--- config.mk ---
export PLATFORM = sky130hd
export DESIGN_NAME = alu_issue_queue
export DESIGN_NICKNAME = d
export VERILOG_FILES = /design/src/rtl/alu_issue_queue.sv
export SDC_FILE = /design/constraint.sdc
export NUM_CORES = 1
export LEC_CHECK = 0
export BUFFER_PORTS_ARGS = -buffer_cell sky130_fd_sc_hd__buf_2
export CORE_ASPECT_RATIO = 0.8
export CORE_MARGIN = 8
export CORE_UTILIZATION = 50
export CTS_CLUSTER_DIAMETER = 40
export CTS_CLUSTER_SIZE = 20
export DETAILED_ROUTE_END_ITERATION = 10
export GPL_ROUTABILITY_DRIVEN = 1
export GPL_TIMING_DRIVEN = 0
export MAX_ROUTING_LAYER = met4
export PLACE_DENSITY = 0.82
export SLEW_MARGIN = 20
export SYNTH_ARGS = -nofsm -noshare
export SYNTH_HDL_FRONTEND = slang
export SYNTH_SLANG_ARGS = --single-unit
--- constraint.sdc ---
create_clock -name i_clk -period 2.4 [get_ports i_clk]
set_input_delay 0.48 -clock i_clk [delete_from_list [all_inputs] [get_ports i_clk]]
set_output_delay 0.48 -clock i_clk [all_outputs]
set_load 0.05 [all_outputs]
--- src/rtl/alu_issue_queue.sv ---
// alu_issue_queue: request FIFO in front of alu_gate plus a registered,
// back-pressurable result slot carrying an error flag and a sequence tag.
module alu_issue_queue #(
  parameter int DEPTH = 4,
  parameter int AW    = 2
) (
  input  logic          i_clk,
  input  logic          i_rst,
  input  logic          i_vld,
  output logic          o_rdy,
  input  logic [2:0]    i_ctrl,
  input  logic [3:0]    i_op1,
  input  logic [3:0]    i_op2,
  output logic [2:0]    o_alu_ctrl,
  output logic [3:0]    o_alu_op1,
  output logic [3:0]    o_alu_op2,
  input  logic [7:0]    i_alu_dat,
  output logic          o_vld,
  input  logic          i_rdy,
  output logic [7:0]    o_dat,
  output logic          o_err,
  output logic [3:0]    o_seq,
  output logic [AW:0]   o_count
);

  typedef struct packed {
    logic [2:0] ctrl;
    logic [3:0] op1;
    logic [3:0] op2;
  } req_t;

  localparam logic [AW:0] FULL = (AW+1)'(DEPTH);

  req_t          mem_q [DEPTH];
  req_t          mem_d [DEPTH];
  logic [AW-1:0] wr_ptr_q, wr_ptr_d;
  logic [AW-1:0] rd_ptr_q, rd_ptr_d;
  logic [AW:0]   count_q, count_d;
  logic [3:0]    seq_cnt_q, seq_cnt_d;
  logic          vld_q, vld_d;
  logic [7:0]    dat_q, dat_d;
  logic          err_q, err_d;
  logic [3:0]    oseq_q, oseq_d;

  logic          push, pop, empty;
  req_t          head;

  // Ready is purely occupancy based: a full FIFO refuses even while popping.
  assign empty   = (count_q == '0);
  assign o_rdy   = (count_q != FULL);
  assign push    = i_vld & o_rdy;
  assign pop     = ~empty & (~vld_q | i_rdy);
  assign head    = empty ? '0 : mem_q[rd_ptr_q];

  assign o_alu_ctrl = head.ctrl;
  assign o_alu_op1  = head.op1;
  assign o_alu_op2  = head.op2;
  assign o_vld      = vld_q;
  assign o_dat      = dat_q;
  assign o_err      = err_q;
  assign o_seq      = oseq_q;
  assign o_count    = count_q;

  // Next state: FIFO write/read, occupancy, and result slot load/drain.
  always_comb begin
    mem_d     = mem_q;
    wr_ptr_d  = wr_ptr_q;
    rd_ptr_d  = rd_ptr_q;
    count_d   = count_q;
    seq_cnt_d = seq_cnt_q;
    vld_d     = vld_q;
    dat_d     = dat_q;
    err_d     = err_q;
    oseq_d    = oseq_q;

    if (push) begin
      mem_d[wr_ptr_q] = '{ctrl: i_ctrl, op1: i_op1, op2: i_op2};
      wr_ptr_d        = wr_ptr_q + AW'(1);
    end

    if (pop) begin
      rd_ptr_d  = rd_ptr_q + AW'(1);
      vld_d     = 1'b1;
      oseq_d    = seq_cnt_q;
      seq_cnt_d = seq_cnt_q + 4'd1;
      // Illegal opcodes still produce a result (zero data) and burn a tag.
      if (head.ctrl <= 3'd4) begin
        dat_d = i_alu_dat;
        err_d = 1'b0;
      end else begin
        dat_d = 8'h00;
        err_d = 1'b1;
      end
    end else if (vld_q & i_rdy) begin
      vld_d = 1'b0;
    end

    case ({push, pop})
      2'b10:   count_d = count_q + (AW+1)'(1);
      2'b01:   count_d = count_q - (AW+1)'(1);
      default: count_d = count_q;
    endcase
  end

  // State registers with immediate reset; queued entries are discarded.
  always_ff @(posedge i_clk or posedge i_rst) begin
    if (i_rst) begin
      for (int i = 0; i < DEPTH; i++) mem_q[i] <= '0;
      wr_ptr_q  <= '0;
      rd_ptr_q  <= '0;
      count_q   <= '0;
      seq_cnt_q <= '0;
      vld_q     <= 1'b0;
      dat_q     <= 8'h00;
      err_q     <= 1'b0;
      oseq_q    <= 4'h0;
    end else begin
      for (int i = 0; i < DEPTH; i++) mem_q[i] <= mem_d[i];
      wr_ptr_q  <= wr_ptr_d;
      rd_ptr_q  <= rd_ptr_d;
      count_q   <= count_d;
      seq_cnt_q <= seq_cnt_d;
      vld_q     <= vld_d;
      dat_q     <= dat_d;
      err_q     <= err_d;
      oseq_q    <= oseq_d;
    end
  end

endmodule

Yosys cells after proc, flatten, opt, wreduce, memory -nomap -nowiden
Index checks and enable logic that the tools add are counted.
Storage, ports and cells
  bits in registers: 69
  word-level logic and storage cells: 56
  input port bits: 23
  output and inout bits: 29
Operators by class
  bitwise gates (word level): 8
  eq/ne operators: 3
  add/subtract/negate cells: 5
  magnitude comparators: 4
  muxes and demuxes: 12
  reduce and logical (&&, ||, !) cells: 4
Operator list (count)
  bitwise mux 44 bit: 1
  two-way mux 11 bit: 4
  binary-select mux 11 bit (select 2 bit): 1
  demux 11 bit (select 2 bit): 1
  two-way mux 8 bit: 1
  greater-or-equal comparator 3 bit, second input constant: 2
  inverter 2 -> 3 bit: 2
  case mux 3 bit (2 select lines): 1
  adder 2 x 1 -> 2 bit, second input constant: 2
  adder 4 x 1 -> 4 bit, second input constant: 1
  nonzero test 2 bit: 2
  adder 3 x 1 -> 3 bit, second input constant: 1
  AND 1 bit: 3
  less-or-equal comparator 3 bit, second input constant: 1
  zero test 3 bit: 1
  less-than comparator 3 x 1 -> 1 bit, second input constant: 1
  two-way mux 1 bit: 3
  inequality test 3 bit, second input constant: 1
  subtractor 3 x 1 -> 3 bit, second input constant: 1
  equality test 2 x 1 -> 1 bit, second input constant: 1
  equality test 2 bit, second input constant: 1
  inverter 1 bit: 2
  logical AND 1 bit: 1
  bitwise OR 1 bit: 1

Longest topological paths before layout
  depth in word-level cells: 7
  gate-level depth with buffers: 10
  mapped depth without buffers: 9

Worst setup path before layout
OpenSTA, ideal clock, no wires.
  kind: flip-flop to flip-flop
  start: register count_q[2], in the netlist o_count[2]
  end: register count_q[2], in the netlist o_count[2]
  setup slack: -0.276 ns
  clock period less this slack: 2.676 ns
  buffers on the path: 1
  cell stages (with the launch flop): 10
  arrival time: 2.594 ns
  library setup time: 0.082 ns
  required time: 2.318 ns
  path through: dfrtp_1 or3b_1 clkbuf_1 nand2_1 ha_1 inv_1 fa_1 xor2_1 nor2_1 xor2_1
Between the ends
  elaborated cells on any way between the ends: 11
  classes of those cells: 2 x add/sub; 3 x eq/ne; 1 x mux; 3 x bitwise; 2 x reduce/logical
RTL lines
  start: declaration: line 38  | logic [AW:0] count_q, count_d;
  start signal: assignment: line 121  | count_q <= count_d;
  inequality test 3 bit *: line 50  | assign o_rdy = (count_q != FULL);
  net o_rdy: line 10  | output logic o_rdy,
  AND 1 bit *: line 51  | assign push = i_vld & o_rdy;
  equality test 2 x 1 -> 1 bit / equality test 2 bit (equally long branches): line 98  | case ({push, pop})
  case mux 3 bit (2 select lines) / nonzero test 2 bit (equally long branches)
The timed path passes the listed nets; every way through them passes the cells marked *.
A chain may end at the register's enable or synchronous reset.

Worst setup path in the final report
  start: register rd_ptr_q[0]
  end: output port o_alu_op1[1]
Between the ends
  longest elaborated chain between the ends: 5
RTL lines
  start: declaration: line 37  | logic [AW-1:0] rd_ptr_q, rd_ptr_d;
  start signal: assignment: line 120  | rd_ptr_q <= rd_ptr_d;
  inverter 2 -> 3 bit (not written as such): line 53  | assign head = empty ? '0 : mem_q[rd_ptr_q];
  binary-select mux 11 bit (select 2 bit): line 53
  two-way mux 11 bit (not written as such) (2 in series): line 53
  two-way mux 11 bit: line 53
  end: declaration: line 15  | output logic [3:0] o_alu_op1,
Every way passes these cells. The select of a mux whose other input is x is not followed.

==> impl_metrics.tcl <==
set metrics [dict create \
    hpwl_um 4378 \
    diodes 0 \
    synthesis.nets 241 \
    cts_buffers 9 \
    r2r_start "o_count[0]$_DFFE_PP0P_" \
    core_um2 5943 \
    cp_data_arrival_time_ns 1.84 \
    start_kind "flip-flop" \
    worst-r2r-setup-slack_ns 0.20 \
    worstPathCellList "buf_8, mux4_2, and2_1, buf_2" \
    synth_top_family_by_area "multiplexers" \
    wirelength_um 6046 \
    grt_pass1_vias 2164 \
    utilization_pct 61.96 \
    route.vias.total 1868 \
    clock-sinks 69 \
    die_w_um 104.0 \
    max_slew_margin_pct 68.68 \
    synth_mux_area_share_pct 26.98 \
    crit_path_end_kind "output port" \
    startpoint "rd_ptr_q[0]$_DFFE_PP0P_" \
    wire_per_inst_um 16.89 \
    hold_path.class "input port to asynchronous set/reset pin" \
    dieArea_um2 8987 \
    drt_iter0_drc 54 \
    crit_fanout 10 \
    synth_seq_area_share_pct 55.74 \
    final-seq-area_um2 1732 \
    synth_area_leaders "dfrtp_1 56%, mux2_1 18%, mux4_2 8.0%" \
    yosys_warnings 0 \
    finalHoldViolCount 0 \
    worst-path-buf-inv 2 \
    place.gp.congestion 0.7377 \
    grt-ovfl-total 0 \
    cts-root-buf "clkbuf_8" \
    worstSkewPairLatency_ns 0.33 \
    nNetsFinal 303 \
    initial_core_util_pct 52.13 \
    setup_viol_count_final 0 \
    slowest_stage "mux4_2" \
    postRouteAntennaNets 0 \
    cts_hold_buf 0 \
    slew_violations 0 \
    grt_pass1_wl_um 10610 \
    final_layout_size_suffix_gt1_share_pct 34.66 \
    cts_tree "yes" \
    worst_slack_ns 0.08091 \
    synth_adder_area_share_pct 3.069 \
    status "completed" \
    avgSynthCellArea_um2 14.68 \
    critPathMaxStageDelay_ns 0.50 \
    yosys.area_share.xor_xnor_pct 2.544 \
    worstPathRequired_ns 1.92 \
    worstMarginPinSlew_ns 0.4698 \
    fill_cells 460 \
    synth_top_area_cell "dfrtp_1" \
    synth_area_um2 3098 \
    max_freq_mhz 431.2 \
    cts_max_level 3 \
    fin_crit_sh_pct 96.63 \
    grt_max_degree 46 \
    multi_input_area_um2 1279 \
    synthSimpleGateAreaFrac_pct 6.099 \
    ys_types 24 \
    timing.rr.end "o_count[2]$_DFFE_PP0P_" \
    drcViolationCount 0 \
    via_per_inst 5.218 \
    syn_inst 211 \
    clkTransAtPathRegs_ns 0.07 \
    synth_seq_cells 69 \
    dr.pass1.iters 4 \
    synth_compound_area_share_pct 2.504 \
    antenna_found_initial 0 \
    ios 52 \
    worstRegToRegCells 9 \
    post-place-ws_ns 0.1504 \
    yosys.area.top_type_share_pct 55.74 \
    maxCapViolCount 0 \
    numPortBuffers 51 \
    syn_to_final_growth_pct 18.86 \
    crit_type "flip-flop to output port" \
    finalClockSkew_ns 0.004257 \
    max-clock-path-buffers 2 \
    crit_family "multiplexers" \
    period_minus_slack_ns 2.319 \
    grt_use_total_pct 15.56 \
    rows 25 \
    die_y_um 86.41 \
]
==> worst reg2reg max path, cell delays in order (launching register included) <==
cell and delay, ns:
dfrtp_2 0.44, or3b_1 0.37, clkbuf_4 0.17, nand2_2 0.11, ha_1 0.20, inv_1 0.06
fa_1 0.37, xor2_1 0.15, nor2_1 0.11, xor2_1 0.14
==> registers in the layout, summed over array words and instances, names as in the netlist, 2 cells and up <==
name       count
rd_ptr_q       2
o_count        3
wr_ptr_q       2
seq_cnt_q      4
o_dat          8
o_seq          4
mem_q         44
==> per-stage QoR <==
stage,setup TNS [ns],instance area [um^2],instances,hold slack [ns]
finish,0,3682,358,0.1084
global route,-0.002294,3682,358,0.1119
CTS,0,3680,359,0.1038
detailed placement,0,3485,344,0.4620
global placement,-38.79,3462,343,0.4584
floorplan,0,3105,211,0.4386
==> cell usage in the layout, fill, tap and decap left out, types with 2 or more instances in the layout <==
cell type and n:
dfrtp_1 65, buf_2 54, mux2_1 50, nand3_1 15
mux4_2 11, and2_1 11, clkbuf_8 9, o2bb2ai_1 8
xnor2_1 7, buf_4 6, ha_1 6, inv_1 5
dfrtp_2 4, clkinv_2 3, nand2b_1 2, clkbuf_1 2
xor2_1 2
==> per-layer routing <==
metal	up-vias	global-route usage (%)	part of all wire [%]
met5	-	-	0
met4	0	6.029	0.93
met3	4	5.856	5.2
met2	42	23.26	46
met1	944	18.88	48
li1	878	-	-
==> final cells by class <==
type                            instances  area share [%]
Timing Repair Buffer                   52           7.475
Clock inverter                          5           1.427
Buffer                                 12           2.345
Clock buffer                           10           3.466
Tap cell                               81           2.752
Sequential cell                        69           47.03
Multi-Input combinational cell        122           34.73
Inverter                                7          0.7815
==> cell usage after synthesis <==
library cell,instances
o2bb2ai_1,8
and2_1,11
mux4_2,11
nor2_1,1
nand3_1,15
dfrtp_1,69
inv_2,1
mux2i_1,1
mux2_4,1
ha_1,6
inv_1,6
nand2_1,2
clkbuf_1,5
o21a_1,1
fa_1,1
buf_4,4
xor2_1,2
buf_2,4
mux2_1,50
or3_1,1
or3b_1,1
xnor2_1,7
and3_1,1
nand2b_1,2
==> timing repair <==
| action | CTS | global route |
|---|---|---|
| endpoints found under the setup margin | 11 | 12 |
| setup buffers | 0 | 0 |
| hold endpoints to repair | 0 | 0 |
| pin swaps | 0 | 0 |
| cloned | 0 | 0 |
| gates resized for setup | 7 | 4 |
==> logic make-up (layout without fill, tap and decap cells) <==
group	after synthesis	after routing
compound gates	9	9
xor+xnor	9	9
fa+ha+maj	7	7
buf+inv	20	86
flops	69	69
mux	63	63
simple gates	34	34
==> worst max path at each step <==
| stage | endpoint | depth (start not counted) | slack [ns] |
|---|---|---|---|
| after floorplan | o_count[0]$_DFFE_PP0P_ | 1 | 0.03 |
| after global placement | o_count[2]$_DFFE_PP0P_ | 2 | -0.76 |
| after detailed placement | o_alu_op1[1] | 4 | 0.15 |
| after CTS | o_alu_ctrl[2] | 5 | 0.005 |
| after global routing | o_alu_op2[1] | 4 | -0.002 |
| final | o_alu_op1[1] | 4 | 0.08 |
Power is not shown: default switching activity piles up to over one toggle a cycle in this logic, so the estimate is an artifact.
